[config.mk]
export PLATFORM = sky130hd
export DESIGN_NAME = data_mem_ctrl
export DESIGN_NICKNAME = d
export VERILOG_FILES = /design/src/rtl/data_mem_ctrl.sv
export SDC_FILE = /design/constraint.sdc
export NUM_CORES = 1
export LEC_CHECK = 0
export ABC_CLOCK_PERIOD_IN_PS = 5400
export BUFFER_PORTS_ARGS = -buffer_cell sky130_fd_sc_hd__buf_2
export CAP_MARGIN = 5
export CORE_ASPECT_RATIO = 0.75
export CORE_MARGIN = 5
export CORE_UTILIZATION = 45
export CTS_CLUSTER_DIAMETER = 30
export DETAILED_ROUTE_END_ITERATION = 6
export PLACE_DENSITY = 0.75
export SLEW_MARGIN = 30
export SYNTH_ARGS = -nofsm -noshare
export SYNTH_HDL_FRONTEND = slang
export SYNTH_SLANG_ARGS = --single-unit
[constraint.sdc]
create_clock -name clk -period 5.4 [get_ports clk]
set_clock_uncertainty 0.1 [all_clocks]
set_input_delay 1.08 -clock clk [delete_from_list [all_inputs] [get_ports clk]]
set_output_delay 1.08 -clock clk [all_outputs]
set_load 0.01 [all_outputs]
[src/rtl/data_mem_ctrl.sv]
// Data-memory controller between the pipeline memory stage and a word-wide memory.
// It replicates store data into byte lanes, formats loads, and bounds each access with a timeout.
module data_mem_ctrl #(
    parameter int unsigned TIMEOUT = 16
) (
    input  logic        clk,
    input  logic        rst,
    input  logic        rd_en,
    input  logic        wr_en,
    input  logic [2:0]  funct3,
    input  logic [31:0] addr,
    input  logic [31:0] wdata,
    input  logic        mem_ack,
    input  logic [31:0] mem_rdata,
    output logic        mem_req,
    output logic        mem_we,
    output logic [31:0] mem_addr,
    output logic [31:0] mem_wdata,
    output logic [3:0]  mem_be,
    output logic [31:0] rdata,
    output logic        stall,
    output logic        misalign,
    output logic        timeout_err
);

    localparam int unsigned CNT_W = (TIMEOUT < 2) ? 1 : $clog2(TIMEOUT);
    localparam logic [CNT_W-1:0] CNT_LAST = CNT_W'(TIMEOUT - 1);

    localparam logic [2:0] F3_B  = 3'b000;
    localparam logic [2:0] F3_H  = 3'b001;
    localparam logic [2:0] F3_W  = 3'b010;
    localparam logic [2:0] F3_BU = 3'b100;
    localparam logic [2:0] F3_HU = 3'b101;

    typedef enum logic [1:0] {
        IDLE,
        ACCESS,
        DONE
    } state_e;

    // Unsupported size codes behave as a full word.
    function automatic logic [2:0] norm_f3(input logic [2:0] f3);
        case (f3)
            F3_B, F3_H, F3_BU, F3_HU: return f3;
            default:                  return F3_W;
        endcase
    endfunction

    function automatic logic [3:0] lane_be(input logic [2:0] f3, input logic [1:0] off);
        case (f3[1:0])
            2'b00:   return 4'b0001 << off;
            2'b01:   return 4'b0011 << off;
            default: return 4'b1111;
        endcase
    endfunction

    function automatic logic [31:0] lane_data(input logic [2:0] f3, input logic [31:0] d);
        case (f3[1:0])
            2'b00:   return {4{d[7:0]}};
            2'b01:   return {2{d[15:0]}};
            default: return d;
        endcase
    endfunction

    function automatic logic [31:0] fmt_load(input logic [2:0] f3, input logic [1:0] off,
                                             input logic [31:0] w);
        logic [7:0]  b;
        logic [15:0] h;
        b = w[{off, 3'b000} +: 8];
        h = w[{off[1], 4'b0000} +: 16];
        case (f3)
            F3_B:    return {{24{b[7]}}, b};
            F3_BU:   return {24'h0, b};
            F3_H:    return {{16{h[15]}}, h};
            F3_HU:   return {16'h0, h};
            default: return w;
        endcase
    endfunction

    state_e            state_q, state_d;
    logic [2:0]        f3_q, f3_d;
    logic [1:0]        off_q, off_d;
    logic              we_q, we_d;
    logic [31:0]       addr_q, addr_d;
    logic [31:0]       wdata_q, wdata_d;
    logic [3:0]        be_q, be_d;
    logic [31:0]       rdata_q, rdata_d;
    logic              misalign_q, misalign_d;
    logic              timeout_q, timeout_d;
    logic [CNT_W-1:0]  cnt_q, cnt_d;

    logic [2:0]        f3_in;
    logic              req_any;
    logic              misaligned;

    assign f3_in   = norm_f3(funct3);
    assign req_any = rd_en | wr_en;

    always_comb begin
        case (f3_in[1:0])
            2'b01:   misaligned = addr[0];
            2'b10:   misaligned = (addr[1:0] != 2'b00);
            default: misaligned = 1'b0;
        endcase
    end

    always_comb begin
        // NOTE: every signal driven here gets a default first so no path infers a latch.
        state_d    = state_q;
        f3_d       = f3_q;
        off_d      = off_q;
        we_d       = we_q;
        addr_d     = addr_q;
        wdata_d    = wdata_q;
        be_d       = be_q;
        rdata_d    = rdata_q;
        misalign_d = 1'b0;
        timeout_d  = timeout_q;
        cnt_d      = cnt_q;
        mem_req    = 1'b0;
        stall      = 1'b0;

        case (state_q)
            IDLE: begin
                if (req_any) begin
                    if (misaligned) begin
                        misalign_d = 1'b1;
                    end else begin
                        // A simultaneous load and store resolves to the store.
                        stall   = 1'b1;
                        state_d = ACCESS;
                        f3_d    = f3_in;
                        off_d   = addr[1:0];
                        we_d    = wr_en;
                        addr_d  = {addr[31:2], 2'b00};
                        wdata_d = lane_data(f3_in, wdata);
                        be_d    = lane_be(f3_in, addr[1:0]);
                        cnt_d   = '0;
                    end
                end
            end
            ACCESS: begin
                mem_req = 1'b1;
                stall   = 1'b1;
                if (mem_ack) begin
                    if (!we_q) rdata_d = fmt_load(f3_q, off_q, mem_rdata);
                    state_d = DONE;
                end else if (cnt_q == CNT_LAST) begin
                    timeout_d = 1'b1;
                    rdata_d   = '0;
                    state_d   = DONE;
                end else begin
                    cnt_d = cnt_q + 1'b1;
                end
            end
            DONE:    state_d = IDLE;
            default: state_d = IDLE;
        endcase
    end

    // NOTE: state registers use non-blocking assignments so all of them update from the same pre-edge values.
    always_ff @(posedge clk) begin
        if (rst) begin
            state_q    <= IDLE;
            f3_q       <= F3_B;
            off_q      <= 2'b00;
            we_q       <= 1'b0;
            addr_q     <= '0;
            wdata_q    <= '0;
            be_q       <= 4'b0000;
            rdata_q    <= '0;
            misalign_q <= 1'b0;
            timeout_q  <= 1'b0;
            cnt_q      <= '0;
        end else begin
            state_q    <= state_d;
            f3_q       <= f3_d;
            off_q      <= off_d;
            we_q       <= we_d;
            addr_q     <= addr_d;
            wdata_q    <= wdata_d;
            be_q       <= be_d;
            rdata_q    <= rdata_d;
            misalign_q <= misalign_d;
            timeout_q  <= timeout_d;
            cnt_q      <= cnt_d;
        end
    end

    assign mem_we      = we_q;
    assign mem_addr    = addr_q;
    assign mem_wdata   = wdata_q;
    assign mem_be      = be_q;
    assign rdata       = rdata_q;
    assign misalign    = misalign_q;
    assign timeout_err = timeout_q;

endmodule

==> metrics.cfg <==
[finish]
drive_above_1_share_pct = 34.3
multiInputGateArea_um2 = 2580
syn_to_final_growth_pct = 25.2
antenna_cells = 0
n_fill_cell = 1012
nNetsFinal = 862
post-route-util_pct = 58.4
register_area_um2 = 2240

[clocking]
htree_levels = 3
clockBufferDepth = 2
root_buffer = clkbuf_16
postCtsSetupBuffers = 0
cts.sinks = 112
clkTransAtPathRegs_ps = 80
cts_tree = done
cts_resized = 0
cts_hold_buf = 0
cts_buffers = 9
clkLatencyLatePin_ps = 340

[power_and_ir_drop]
powerDensity_nw_per_um2 = 329
power_switching_uw = 629
p_int_mw = 1.50
leakage_nw = 2.97
vdd_drop_max_mv = 0.194
swShare_pct = 29.5
pwr-share-seq_pct = 44.2
comb_power_share_pct = 20.7
pwr-share-clk_pct = 35.1

[floorplanning]
core_area_um2 = 11100
die_w_um = 134
rows = 33
die_area_um2 = 13800
die_h_um = 103
pin_count = 209
initial_core_util_pct = 46.6

[sta]
fin_crit_ps = 4500
relSlewSlack_pct = 48.3
max_freq_mhz = 222
hold_ws_ps = 364
slew_viol_final = 0
finalHoldViolations = 0
fin_setup_tns_ps = 0
final-setup-viol-count = 0
tightest_slew_ps = 774
grt_setup_unrepaired = false
post-route-period-util_pct = 83.3
setup_slack_ps = 904

[synth]
ys_async_sr_fraction_pct = 0
synth_most_common_cell = dfxtp_1
netlist_top_cells_count = 112 x dfxtp_1, 92 x a21oi_1, 70 x o21ai_0
yosys_register_bits = 112
synth_cell_type_count = 61
ys_top_cells_by_area = dfxtp_1 43%, a21oi_1 8.9%, o21ai_0 6.8%
synthFlopType = dfxtp_1
syn-cell-area_um2 = 5180
yosys.area.top_type = dfxtp_1
seq_area_frac_synth_pct = 43.3
synth_edf_count = 0
yosys_warnings = 0
syn_area_per_cell_um2 = 8.72
synth_top_area_share_pct = 43.3
synthesis.instances = 594

[critical_path]
endpoint = stall
rrSetupSlack_ps = 3000
r2r-end = rdata[10]$_SDFFE_PP0P_
worstRegToRegCells = 4
worst-endpoint-required_ps = 4220
crit_path_end_kind = output port
cp-startpoint = funct3[1]
critPathKind = in2out
crit_path_start_kind = primary input
r2r-start = off_q[1]$_SDFFE_PP0P_
crit_path_max_fanout = 30
crit_arrival_ps = 3320

[detailed_routing]
drtIter0Drc = 454
dr_total_vias = 5347
drc = 0
first_pass_iters = 5
postRouteAntennaNets = 0
wire_per_inst_um = 18.1
via_per_inst = 5.95
totalWireLength_mm = 16.3

[global_routing]
grt_pass1_vias = 5060
antenna_found_initial = 0
grt_util_all_layers_pct = 23.0
grt_max_degree = 74
grt_overflow_total = 0
grt_pass1_wl_mm = 25.7

[place]
portBuffers = 206
gp_congestion = 0.962
pre_cts_ws_ps = 938
place_hpwl_mm = 11.6

[job]
drv_cap = 0

[worst_hold_path]
hp-class = reg2reg

[run_status]
outcome = complete, no violations

final cells by class:
class,instances,area share [%]
Clock buffer,11,3.90
Clock inverter,5,1.33
Inverter,21,1.22
Multi-Input combinational cell,399,39.8
Sequential cell,112,34.6
Tap cell,140,2.70
Timing Repair Buffer,211,16.5
layer usage:
| metal | routed length (µm) | track usage (%) | vias up |
|---|---|---|---|
| met5 | 0 | 0 | - |
| met4 | 345 | 7.43 | 0 |
| met3 | 1540 | 7.22 | 31 |
| met2 | 7340 | 34.9 | 259 |
| met1 | 7060 | 31.4 | 2536 |
| li1 | - | - | 2521 |
per-stage QoR:
step / cells / instance area, µm² / power (mW)
2_1_floorplan: 595 / 5180 / 1.22
3_3_place_gp: 883 / 6140 / 1.38
3_5_place_dp: 883 / 6150 / 1.40
4_1_cts: 899 / 6480 / 2.14
5_1_grt: 899 / 6480 / 2.23
6_report: 899 / 6480 / 2.13
cells by family (layout without fill, tap and decap cells):
| logic type | count (synthesis) | after routing | share of synthesized area (%) |
|---|---|---|---|
| flops | 112 | 112 | 43.3 |
| simple gates | 141 | 141 | 15.5 |
| mux | 11 | 11 | 2.58 |
| xor+xnor | 3 | 3 | 0.507 |
| buf+inv | 84 | 248 | 7.54 |
| compound gates | 238 | 238 | 29.6 |
| other cells | 1 | 2 | 0.0724 |
| fa+ha+maj | 4 | 4 | 0.966 |
critical path: stages:
cell      delay [ps]
buf_2            390
clkinv_1         410
nand2_1          230
inv_1             90
ha_1             360
o211a_1          330
nor2_4           120
nand2_1           80
nand2_1          100
buf_2            130
how the worst min path moves through the flow:
stage,endpoint,depth (start not counted),slack (ps),from
after detailed placement,rdata[0]$_SDFFE_PP0P_,1,350,rdata[0]$_SDFFE_PP0P_
after CTS,rdata[0]$_SDFFE_PP0P_,1,370,rdata[0]$_SDFFE_PP0P_
after global routing,rdata[2]$_SDFFE_PP0P_,1,390,rdata[2]$_SDFFE_PP0P_
final,rdata[2]$_SDFFE_PP0P_,1,360,rdata[2]$_SDFFE_PP0P_
after global placement,rdata[11]$_SDFFE_PP0P_,1,350,rdata[11]$_SDFFE_PP0P_
after floorplan,f3_q[2]$_SDFFE_PP0P_,2,360,f3_q[2]$_SDFFE_PP0P_
flip-flops by register name, indices dropped and copies added, names as in the netlist:
signal and flops:
off_q 2, misalign 1, timeout_err 1, state_q 2, f3_q 3, mem_we 1
rdata 32, cnt_q 4, mem_be 4, mem_addr 30, mem_wdata 32
power by group through the flow:
stage	Combinational (mW)	Clock [mW]	Sequential (mW)
finish	0.441	0.747	0.942
global route	0.484	0.795	0.951
CTS	0.439	0.757	0.942
detailed placement	0.437	0	0.960
global placement	0.427	0	0.957
floorplan	0.247	0	0.976
cells in the final DEF (no fill, tap or decap), types with 3 or more instances in the layout:
master	Yosys	routed
a211o_1	6	6
a21oi_1	92	92
a221o_1	18	18
a221o_2	6	6
a221oi_1	8	8
a311oi_1	3	3
a32o_1	8	8
and3b_1	6	6
buf_2	5	206
buf_4	3	5
clkbuf_16	0	9
dfxtp_1	112	112
ha_1	4	4
inv_1	18	18
mux2_2	9	9
nand2_1	21	21
nand2b_1	10	10
nand3_1	60	60
nor2_1	9	8
nor3_1	7	7
o211a_1	8	8
o21ai_0	70	70
o2bb2ai_1	7	7
or3_1	8	8
Power figures use the tool's default switching activity.
